### config.mk
export PLATFORM = sky130hd
export DESIGN_NAME = wb_port_arbiter_flat
export DESIGN_NICKNAME = d
export VERILOG_FILES = /design/src/rtl/wb_port_arbiter_if.sv /design/src/rtl/wb_port_arbiter.sv /design/src/flat_wrapper.sv
export SDC_FILE = /design/constraint.sdc
export NUM_CORES = 1
export LEC_CHECK = 0
export CAP_MARGIN = 25
export CORE_MARGIN = 4
export CORE_UTILIZATION = 47
export CTS_BUF_LIST = sky130_fd_sc_hd__clkbuf_4 sky130_fd_sc_hd__clkbuf_8 sky130_fd_sc_hd__clkbuf_16
export DETAILED_ROUTE_END_ITERATION = 6
export DONT_BUFFER_PORTS = 1
export HOLD_SLACK_MARGIN = 0.03
export PLACE_DENSITY = 0.61
export SYNTH_ARGS = -nofsm -noshare
export SYNTH_HDL_FRONTEND = slang
export SYNTH_SLANG_ARGS = --single-unit
### constraint.sdc
create_clock -name clk_i -period 3 [get_ports clk_i]
set_input_delay 0.45 -clock clk_i [delete_from_list [all_inputs] [get_ports clk_i]]
set_output_delay 0.45 -clock clk_i [all_outputs]
set_load 0.005 [all_outputs]
### src/rtl/wb_port_arbiter_if.sv
// Write-port arbiter bus: pipeline writeback, FPU result
// handshake, register-file write and hazard outputs.
interface wb_port_arbiter_if;
  logic        int_wb_valid_i;
  logic [4:0]  int_rd_i;
  logic [31:0] int_wb_data_i;
  logic        fpu_valid_i;
  logic [4:0]  fpu_rd_i;
  logic [31:0] fpu_data_i;
  logic        fpu_ready_o;
  logic        rf_we_o;
  logic [4:0]  rf_addr_o;
  logic [31:0] rf_data_o;
  logic        stall_o;
  logic [31:0] pend_mask_o;
  logic        err_o;

  modport slave (
    input  int_wb_valid_i,
    input  int_rd_i,
    input  int_wb_data_i,
    input  fpu_valid_i,
    input  fpu_rd_i,
    input  fpu_data_i,
    output fpu_ready_o,
    output rf_we_o,
    output rf_addr_o,
    output rf_data_o,
    output stall_o,
    output pend_mask_o,
    output err_o
  );

  modport master (
    output int_wb_valid_i,
    output int_rd_i,
    output int_wb_data_i,
    output fpu_valid_i,
    output fpu_rd_i,
    output fpu_data_i,
    input  fpu_ready_o,
    input  rf_we_o,
    input  rf_addr_o,
    input  rf_data_o,
    input  stall_o,
    input  pend_mask_o,
    input  err_o
  );
endinterface

### src/rtl/wb_port_arbiter.sv
// Integer register-file write-port arbiter: pipeline first,
// FPU integer results buffered and drained into idle slots.
module wb_port_arbiter #(
  parameter int DEPTH    = 4,
  parameter int MAX_WAIT = 8
) (
  input  logic             clk_i,
  input  logic             rst_ni,
  wb_port_arbiter_if.slave bus
);
  localparam int PW = $clog2(DEPTH);
  localparam int NW = PW + 1;
  localparam int CW = $clog2(MAX_WAIT + 1);

  logic [4:0]    q_rd   [DEPTH];
  logic [31:0]   q_data [DEPTH];
  logic [PW-1:0] rd_ptr;
  logic [PW-1:0] wr_ptr;
  logic [NW-1:0] count;
  logic [NW-1:0] count_nx;
  logic [CW-1:0] wait_q;
  logic [CW-1:0] wait_nx;

  logic          stall_q;
  logic          err_q;
  logic          we_q;
  logic [4:0]    addr_q;
  logic [31:0]   data_q;

  logic          full;
  logic          empty;
  logic          accept;
  logic          keep;
  logic          g_int;
  logic          g_head;
  logic          g_byp;
  logic          err_set;
  logic          push;
  logic          granted;
  logic [4:0]    g_rd;
  logic [31:0]   g_data;
  logic [31:0]   mask;

  assign full   = (count == NW'(DEPTH));
  assign empty  = (count == '0);
  assign accept = bus.fpu_valid_i && !full;
  assign keep   = accept && (bus.fpu_rd_i != 5'd0);

  // Grant priority: pipeline, forced bubble, FIFO head, bypass.
  always_comb begin
    g_int   = 1'b0;
    g_head  = 1'b0;
    g_byp   = 1'b0;
    err_set = 1'b0;
    unique case (1'b1)
      (bus.int_wb_valid_i && !stall_q): g_int = 1'b1;
      stall_q: begin
        g_head  = !empty;
        err_set = bus.int_wb_valid_i;
      end
      (!bus.int_wb_valid_i && !stall_q && !empty):
        g_head = 1'b1;
      (!bus.int_wb_valid_i && !stall_q && empty && keep):
        g_byp = 1'b1;
      default: ;
    endcase
  end

  assign push    = keep && !g_byp;
  assign granted = g_int || g_head || g_byp;

  // Granted write source mux.
  always_comb begin
    g_rd   = bus.fpu_rd_i;
    g_data = bus.fpu_data_i;
    if (g_int) begin
      g_rd   = bus.int_rd_i;
      g_data = bus.int_wb_data_i;
    end else if (g_head) begin
      g_rd   = q_rd[rd_ptr];
      g_data = q_data[rd_ptr];
    end
  end

  // Next occupancy and head wait count.
  always_comb begin
    count_nx = count + NW'(push) - NW'(g_head);
    wait_nx  = wait_q;
    if (g_head || count_nx == '0)
      wait_nx = '0;
    else if (!empty && wait_q != CW'(MAX_WAIT))
      wait_nx = wait_q + CW'(1);
  end

  // Destinations still owed a write, plus one being accepted.
  always_comb begin
    mask = '0;
    for (int i = 0; i < DEPTH; i++) begin
      if (NW'(i) < count)
        mask[q_rd[rd_ptr + PW'(i)]] = 1'b1;
    end
    if (keep)
      mask[bus.fpu_rd_i] = 1'b1;
  end

  // FIFO storage; contents are don't-care until counted valid.
  always_ff @(posedge clk_i) begin
    if (push) begin
      q_rd[wr_ptr]   <= bus.fpu_rd_i;
      q_data[wr_ptr] <= bus.fpu_data_i;
    end
  end

  // Pointers, counters, bubble request and error flag.
  always_ff @(posedge clk_i or negedge rst_ni) begin
    if (!rst_ni) begin
      rd_ptr  <= '0;
      wr_ptr  <= '0;
      count   <= '0;
      wait_q  <= '0;
      stall_q <= 1'b0;
      err_q   <= 1'b0;
    end else begin
      if (push)
        wr_ptr <= wr_ptr + PW'(1);
      if (g_head)
        rd_ptr <= rd_ptr + PW'(1);
      count   <= count_nx;
      wait_q  <= wait_nx;
      stall_q <= (count_nx != '0) &&
                 (wait_nx == CW'(MAX_WAIT));
      err_q   <= err_q || err_set;
    end
  end

  // Register-file write port, one cycle after grant.
  always_ff @(posedge clk_i or negedge rst_ni) begin
    if (!rst_ni) begin
      we_q   <= 1'b0;
      addr_q <= '0;
      data_q <= '0;
    end else if (granted) begin
      we_q   <= (g_rd != 5'd0);
      addr_q <= g_rd;
      data_q <= g_data;
    end else begin
      we_q   <= 1'b0;
    end
  end

  assign bus.fpu_ready_o = !full;
  assign bus.rf_we_o     = we_q;
  assign bus.rf_addr_o   = addr_q;
  assign bus.rf_data_o   = data_q;
  assign bus.stall_o     = stall_q;
  assign bus.pend_mask_o = mask;
  assign bus.err_o       = err_q;
endmodule
### src/flat_wrapper.sv
// flat-port wrapper written by rule: the top's interface ports become plain ports
module wb_port_arbiter_flat 
#(
  parameter int DEPTH    = 4,
  parameter int MAX_WAIT = 8
)
  (clk_i, rst_ni, bus_int_wb_valid_i, bus_int_rd_i, bus_int_wb_data_i, bus_fpu_valid_i, bus_fpu_rd_i, bus_fpu_data_i, bus_fpu_ready_o, bus_rf_we_o, bus_rf_addr_o, bus_rf_data_o, bus_stall_o, bus_pend_mask_o, bus_err_o);
  wb_port_arbiter_if bus_i ();
  input  logic clk_i;
  input  logic rst_ni;
  input wire logic [$bits(bus_i.int_wb_valid_i)-1:0] bus_int_wb_valid_i;
  input wire logic [$bits(bus_i.int_rd_i)-1:0] bus_int_rd_i;
  input wire logic [$bits(bus_i.int_wb_data_i)-1:0] bus_int_wb_data_i;
  input wire logic [$bits(bus_i.fpu_valid_i)-1:0] bus_fpu_valid_i;
  input wire logic [$bits(bus_i.fpu_rd_i)-1:0] bus_fpu_rd_i;
  input wire logic [$bits(bus_i.fpu_data_i)-1:0] bus_fpu_data_i;
  output wire logic [$bits(bus_i.fpu_ready_o)-1:0] bus_fpu_ready_o;
  output wire logic [$bits(bus_i.rf_we_o)-1:0] bus_rf_we_o;
  output wire logic [$bits(bus_i.rf_addr_o)-1:0] bus_rf_addr_o;
  output wire logic [$bits(bus_i.rf_data_o)-1:0] bus_rf_data_o;
  output wire logic [$bits(bus_i.stall_o)-1:0] bus_stall_o;
  output wire logic [$bits(bus_i.pend_mask_o)-1:0] bus_pend_mask_o;
  output wire logic [$bits(bus_i.err_o)-1:0] bus_err_o;
  assign bus_i.int_wb_valid_i = bus_int_wb_valid_i;
  assign bus_i.int_rd_i = bus_int_rd_i;
  assign bus_i.int_wb_data_i = bus_int_wb_data_i;
  assign bus_i.fpu_valid_i = bus_fpu_valid_i;
  assign bus_i.fpu_rd_i = bus_fpu_rd_i;
  assign bus_i.fpu_data_i = bus_fpu_data_i;
  assign bus_fpu_ready_o = bus_i.fpu_ready_o;
  assign bus_rf_we_o = bus_i.rf_we_o;
  assign bus_rf_addr_o = bus_i.rf_addr_o;
  assign bus_rf_data_o = bus_i.rf_data_o;
  assign bus_stall_o = bus_i.stall_o;
  assign bus_pend_mask_o = bus_i.pend_mask_o;
  assign bus_err_o = bus_i.err_o;
  wb_port_arbiter #(.DEPTH(DEPTH), .MAX_WAIT(MAX_WAIT)) u_core (.clk_i(clk_i), .rst_ni(rst_ni), .bus(bus_i));
endmodule
Yosys cells after proc, flatten, opt, wreduce, memory -nomap -nowiden
Memory sizes are Yosys's and may differ from the RTL's.
Cells that the tools add are included.
{"block": "op_classes", "add_sub_neg": 7, "multipliers": 0, "div_mod_pow": 0, "n_lt_le_gt_ge": 14, "eq_ne": 3, "n_shift": 0, "muxes": 28, "bitwise_logic": 4, "n_reduce_logical": 29}
{"operator": "2-to-1 mux 32 bit", "n": 7}
{"operator": "OR 32 bit", "n": 4}
{"operator": "less-than comparator 5 x 6 -> 1 bit (second input constant)", "n": 5}
{"operator": "demux 1 bit (select 5 bit)", "n": 5}
{"operator": ">= comparator 5 x 1 -> 1 bit (second input constant)", "n": 5}
{"operator": "logical AND 1 bit", "n": 15}
{"operator": "2-to-1 mux 1 bit", "n": 11}
{"operator": "2-to-1 mux 5 bit", "n": 2}
{"operator": "nonzero test 5 bit", "n": 2}
{"operator": "2-to-1 mux 4 bit", "n": 2}
{"operator": "logical NOT 3 bit", "n": 2}
{"operator": "less-than comparator 1 x 3 -> 1 bit (first input constant)", "n": 2}
{"operator": "less-than comparator 2 x 3 -> 1 bit (first input constant)", "n": 2}
{"operator": "logical NOT 1 bit", "n": 5}
{"operator": "adder 2 x 1 -> 2 bit (second input constant)", "n": 2}
{"operator": "adder 2 bit (second input constant)", "n": 2}
{"operator": "adder 4 x 1 -> 4 bit (second input constant)", "n": 1}
{"operator": "== test 4 bit (second input constant)", "n": 1}
{"operator": "logical OR 1 bit", "n": 4}
{"operator": "inequality test 4 bit (second input constant)", "n": 1}
{"operator": "adder 3 x 1 -> 3 bit", "n": 1}
{"operator": "== test 3 bit (second input constant)", "n": 1}
{"operator": "nonzero test 3 bit", "n": 1}
{"operator": "subtractor 3 x 1 -> 3 bit", "n": 1}
{"operator": "case mux 1 bit (2 select lines)", "n": 1}
{"block": "totals", "reg_bits": 51, "latchBits": 0, "mem_bits_rw": 148, "rom_bits": 0, "out_inout_bits": 73, "elab_cells": 96, "mem_count": 2}
{"memory": "u_core.q_data", "depth": 4, "width": 32, "rd": 1, "rd_ports_with_merged_regs": 0, "write_ports": 1, "line": "wb_port_arbiter.sv:16", "source": "logic [31:0] q_data [DEPTH];"}
{"memory": "u_core.q_rd", "depth": 4, "width": 5, "rd": 4, "rd_ports_with_merged_regs": 0, "write_ports": 1, "line": "wb_port_arbiter.sv:15", "source": "logic [4:0] q_rd [DEPTH];"}

Depth between registers and ports, before layout
{"block": "depth", "word_depth": 15, "depth_mapped": 13, "mapped_depth_nobuf": 12}

Worst setup path after synthesis
OpenSTA, ideal clock, no wires.
{"block": "synth_path", "path_type": "register to register", "start": "reg u_core.count[1]", "end": "reg u_core.stall_q, in the netlist u_core.bus.stall_o", "setup_time_ps": 120, "t_arrival_ps": 2711, "path_slack_ps": 170, "stages_incl_launch_ff": 13, "cell_sequence": "dfrtp_1 -> nor3b_1 -> inv_1 -> o211ai_1 -> nor2_1 -> ha_1 -> inv_1 -> fa_1 -> inv_1 -> nor3_1 -> or2_2 -> nor2_1 -> and3b_1"}
{"block": "synth_between", "elab_chain_cells": 15, "word_cells_on_any_way": 23}
{"item": "from (decl)", "line": "wb_port_arbiter.sv:19", "source": "logic [NW-1:0] count;"}
{"item": "from (signal assigned)", "line": "wb_port_arbiter.sv:128", "source": "count <= count_nx;"}
{"item": "== test 3 bit *", "line": "wb_port_arbiter.sv:44", "source": "assign full = (count == NW'(DEPTH));"}
{"item": "logical NOT 1 bit *"}
{"item": "named net bus_fpu_ready_o", "line": "flat_wrapper.sv:17", "source": "output wire logic [$bits(bus_i.fpu_ready_o)-1:0] bus_fpu_ready_o;"}
{"item": "logical AND 1 bit *", "line": "wb_port_arbiter.sv:46", "source": "assign accept = bus.fpu_valid_i && !full;"}
{"item": "logical AND 1 bit *", "line": "wb_port_arbiter.sv:47", "source": "assign keep = accept && (bus.fpu_rd_i != 5'd0);"}
{"item": "logical AND 1 bit", "line": "wb_port_arbiter.sv:63", "source": "(!bus.int_wb_valid_i && !stall_q && empty && keep):"}
{"item": "2-to-1 mux 1 bit", "line": "wb_port_arbiter.sv:55", "source": "unique case (1'b1)"}
{"item": "logical NOT 1 bit", "line": "wb_port_arbiter.sv:69", "source": "assign push = keep && !g_byp;"}
{"item": "[1 not listed]"}
{"item": "named net u_core.push", "line": "wb_port_arbiter.sv:38", "source": "logic push;"}
{"item": "[1 not listed]"}
{"item": "subtractor 3 x 1 -> 3 bit *", "line": "wb_port_arbiter.sv:87", "source": "count_nx = count + NW'(push) - NW'(g_head);"}
{"item": "named net u_core.count_nx[1]", "line": "wb_port_arbiter.sv:20", "source": "logic [NW-1:0] count_nx;"}
{"item": "logical NOT 3 bit *", "line": "wb_port_arbiter.sv:89", "source": "if (g_head || count_nx == '0)"}
{"item": "logical OR 1 bit *", "line": "wb_port_arbiter.sv:89"}
{"item": "2-to-1 mux 4 bit *", "line": "wb_port_arbiter.sv:89"}
{"item": "named net u_core.wait_nx[1]", "line": "wb_port_arbiter.sv:22", "source": "logic [CW-1:0] wait_nx;"}
{"item": "== test 4 bit *", "line": "wb_port_arbiter.sv:131", "source": "(wait_nx == CW'(MAX_WAIT));"}
{"item": "logical AND 1 bit *", "line": "wb_port_arbiter.sv:130", "source": "stall_q <= (count_nx != '0) &&"}
{"item": "to (signal assigned)", "line": "wb_port_arbiter.sv:130"}
{"item": "to (decl)", "line": "wb_port_arbiter.sv:24", "source": "logic stall_q;"}
The timed path passes the listed nets; every way through them passes the cells marked *.
A chain may end at the register's enable or synchronous reset.

Final worst setup path
{"block": "layout_path", "start": "reg u_core.rd_ptr[0]", "end": "out bus_pend_mask_o[31]"}
{"block": "layout_between", "elab_chain_cells": 14, "word_cells_on_any_way": 33}
{"item": "from (decl)", "line": "wb_port_arbiter.sv:17", "source": "logic [PW-1:0] rd_ptr;"}
{"item": "from (signal assigned)", "line": "wb_port_arbiter.sv:127", "source": "rd_ptr <= rd_ptr + PW'(1);"}
{"item": "adder 2 x 1 -> 2 bit or memory read (4 x 5 bit) (tied branches)"}
{"item": "memory read (4 x 5 bit) *"}
{"item": "less-than comparator 5 x 6 -> 1 bit (not written as such) (tied with other cells)", "line": "wb_port_arbiter.sv:100", "source": "mask[q_rd[rd_ptr + PW'(i)]] = 1'b1;"}
{"item": "logical AND 1 bit (not written as such) or 2-to-1 mux 1 bit (tied branches)", "line": "wb_port_arbiter.sv:100"}
{"item": "2-to-1 mux 1 bit (not written as such) or demux 1 bit (select 5 bit) (tied branches)"}
{"item": "demux 1 bit (select 5 bit) or 2-to-1 mux 32 bit (tied branches)"}
{"item": "OR 32 bit (no source line)"}
{"item": "2-to-1 mux 32 bit", "line": "wb_port_arbiter.sv:99", "source": "if (NW'(i) < count)"}
{"item": "OR 32 bit (no source line)"}
{"item": "2-to-1 mux 32 bit", "line": "wb_port_arbiter.sv:99"}
{"item": "OR 32 bit (no source line)"}
{"item": "2-to-1 mux 32 bit *", "line": "wb_port_arbiter.sv:99"}
{"item": "OR 32 bit (no source line)"}
{"item": "2-to-1 mux 32 bit *", "line": "wb_port_arbiter.sv:102", "source": "if (keep)"}
{"item": "to (decl)", "line": "flat_wrapper.sv:22", "source": "output wire logic [$bits(bus_i.pend_mask_o)-1:0] bus_pend_mask_o;"}
Every way passes the cells marked *; elsewhere a longest branch is shown, timed or not.

==> results.toml <==
[placed_design]
place_ws_ps = 183
hpwlAfterDp_um = 18600
io_buffers = 0
gp_congestion = 0.989
dpl_cell_area_um2 = 10500

[route]
wl_per_cell_um = 25.3
avgViaCountPerCell = 6.30
dr.pass1.iters = 5
drc = 0
wl_um = 27400
initialDrtViolationCount = 527
ant_nets = 0
vias = 6802

[min_path]
hold-path-cell-count = 0
hp-class = "input pin to flop"
hold_end = "u_core.q_data[2][24]"
min-delay-start = "bus_fpu_data_i[24]"

[layout]
utilization = 0.533
final_area_um2 = 11200
drive_gt1_frac = 0.245
num_antenna_cells = 0
seqCellArea_um2 = 5730
fin_nets = 880
areaGrowthSynthToFinish_pct = 11.2
fill_cells = 1778
multiInputGateArea_um2 = 4140

[pwr]
vdd_ir_drop_max_mv = 0.499
p_per_area_nw_per_um2 = 1030
switching_share = 0.401
comb_power_share = 0.454
clkPwrFrac = 0.191
p_total_w = 0.0116
p_leak_nw = 3.94
power.switching_w = 0.00463
internal_power_w = 0.00693
p_seq_frac = 0.354

[timing]
drv_slew = 0
fin_skew_ps = 13.7
setup_viol = 0
period_share = 0.979
rsz0062_at_grt = "true"
worstMarginPinSlew_ps = 723
slew_headroom = 0.511
fin_ws_ps = 62.8
finalCriticalPeriod_ps = 2940
hold_violations = 0
fin_hold_ws_ps = 106
fmax_ghz = 0.340

[global_routing]
antenna_found_initial = 0
grt_first_pass_wirelength_um = 42000
grt_max_degree = 52
grt_pass1_vias = 7014
track_usage = 0.231
grt_overflow = 0

[synth]
synth_area_um2 = 10100
yosysTopAreaCellShare = 0.439
yosysUniqueCellTypes = 57
ys_ff_latch = 199
synth_edf_count = 148
synthTopCellsByCount = "edfxtp_1 (148), nand2_1 (104), nor2_1 (84)"
ys.flop_type = "edfxtp_1"
syn_avg_cell_area_um2 = 13.0
ys_seq_area_frac = 0.566
synth-warning-count = 0
yosysTopAreaCell = "edfxtp_1"
synth_fp_nets = 865
synth.most_common_cell = "edfxtp_1"
synth_area_leaders = "edfxtp_1 (44%), dfrtp_1 (13%), mux4_2 (8.2%), a22oi_1 (4.1%), mux4_1 (3.9%)"
synthCells = 777
synth-async-reset-ratio = 0.256

[clocking]
clk_pin_slew_ps = 80
cts_buffer_depth = 2
tritoncts = "yes"
cts_root_buf = "clkbuf_16"
numCtsBuffers = 17
clkLatencyLatePin_ps = 430
htreeDepth = 4
cts_sinks = 199

[flow_run]
maxCapViolations = 0

[critical_path]
setup.worst_path.class = "flop to output port"
arrival_ps = 2490
required_ps = 2550
crit-reg2reg-launch = "u_core.count[2]"
r2r_cells = 12
cp-start-kind = "flop"
rrSetupSlack_ps = 180
setup.worst_path.end_class = "output port"
crit_path_max_fanout = 7
crit_start = "u_core.rd_ptr[0]"
r2r-end = "u_core.bus.stall_o"

[outcome]
status = "finished, final reports clean"

[floorplan]
die_area_um2 = 23900
fp.dieH_um = 155
floorplan.core_area_um2 = 21100
start_util = 0.480
rows = 53
io_pins = 151
die_x_um = 155
==> state kept, by name, summed over array words and instances, names as in the netlist <==
| signal | cells |
|---|---|
| u_core.bus.rf_data_o | 32 |
| u_core.rd_ptr | 2 |
| u_core.wr_ptr | 2 |
| u_core.bus.err_o | 1 |
| u_core.q_rd | 20 |
| u_core.wait_q | 4 |
| u_core.bus.rf_addr_o | 5 |
| u_core.count | 3 |
| u_core.bus.rf_we_o | 1 |
| u_core.q_data | 128 |
| u_core.bus.stall_o | 1 |
==> power groups by stage <==
stage	logic (W)	registers, W	clock network [W]
6_report	0.00525	0.00410	0.00221
5_1_grt	0.00566	0.00417	0.00239
4_1_cts	0.00501	0.00412	0.00226
3_5_place_dp	0.00484	0.00421	0
3_3_place_gp	0.00475	0.00418	0
2_1_floorplan	0.00362	0.00399	0
==> cells in the final DEF, fill, tap and decap left out, types with 7 or more instances in the layout <==
cell type and instances:
mux4_1 13, inv_1 11, nor2_2 13, nand2_1 104
nor2b_1 7, dfrtp_1 49, a31oi_1 32, edfxtp_1 148
clkbuf_16 17, a21oi_1 20, ha_1 9, a22oi_1 54
mux4_2 39, nand3_1 27, nand2b_1 18, mux2_2 33
nor2_4 9, buf_4 34, nor2_1 68
==> logic make-up after synthesis <==
kind of cell,count (synthesis),synth area share
adders and majority gates,10,0.0131
AOI/OAI and AO/OA,122,0.0819
buffers and inverters,58,0.0348
xor gates and xnor gates,6,0.00520
and+or+nand+nor,291,0.135
DFF,199,0.566
muxes,91,0.164
==> what timing repair did <==
action | in CTS | in global routing
hold buffers | 2 | 0
pin swaps | 0 | 1
resized for setup | 9 | 27
gates cloned | 0 | 0
endpoints found under the setup margin | 32 | 32
buffers inserted | 4 | 4
hold endpoints to repair | 51 | 0
==> per-layer routing <==
layer / vias up / share of wire / GRT usage
li1: 2977 / - / -
met1: 3475 / 0.42 / 0.313
met2: 308 / 0.48 / 0.369
met3: 42 / 0.088 / 0.0697
met4: 0 / 0.016 / 0.0542
met5: - / 0 / 0
==> cell type report <==
cell class	instances	share of cell area
clock inverters	13	0.0119
flip-flops and latches	199	0.509
well taps	275	0.0306
repair buffers	43	0.0373
clock buffers	19	0.0392
multi-input cells	520	0.368
inverters	11	0.00367
==> worst max-delay path: stages, from the launching register on <==
cell,delay (ps)
dfrtp_4,550
buf_8,170
mux4_2,370
nand2_1,80
nor2_1,550
a22oi_1,160
o211ai_1,200
==> metrics by stage <==
| step | setup TNS (ps) | std cells |
|---|---|---|
| after floorplan | 0 | 777 |
| after global placement | 0 | 1034 |
| after detailed placement | 0 | 1038 |
| after CTS | 0 | 1076 |
| after global routing | -59.2 | 1080 |
| final | 0 | 1080 |
==> how the worst max path moves through the flow <==
| stage | slack [ps] | cells past startpoint | end |
|---|---|---|---|
| after floorplan | 170 | 12 | u_core.bus.stall_o |
| after global placement | 230 | 5 | bus_pend_mask_o[0] |
| after detailed placement | 180 | 11 | u_core.bus.stall_o |
| after CTS | 20 | 5 | bus_pend_mask_o[24] |
| after global routing | -20 | 6 | bus_pend_mask_o[2] |
| final | 60 | 6 | bus_pend_mask_o[31] |
(Power assumes the default switching activity.)
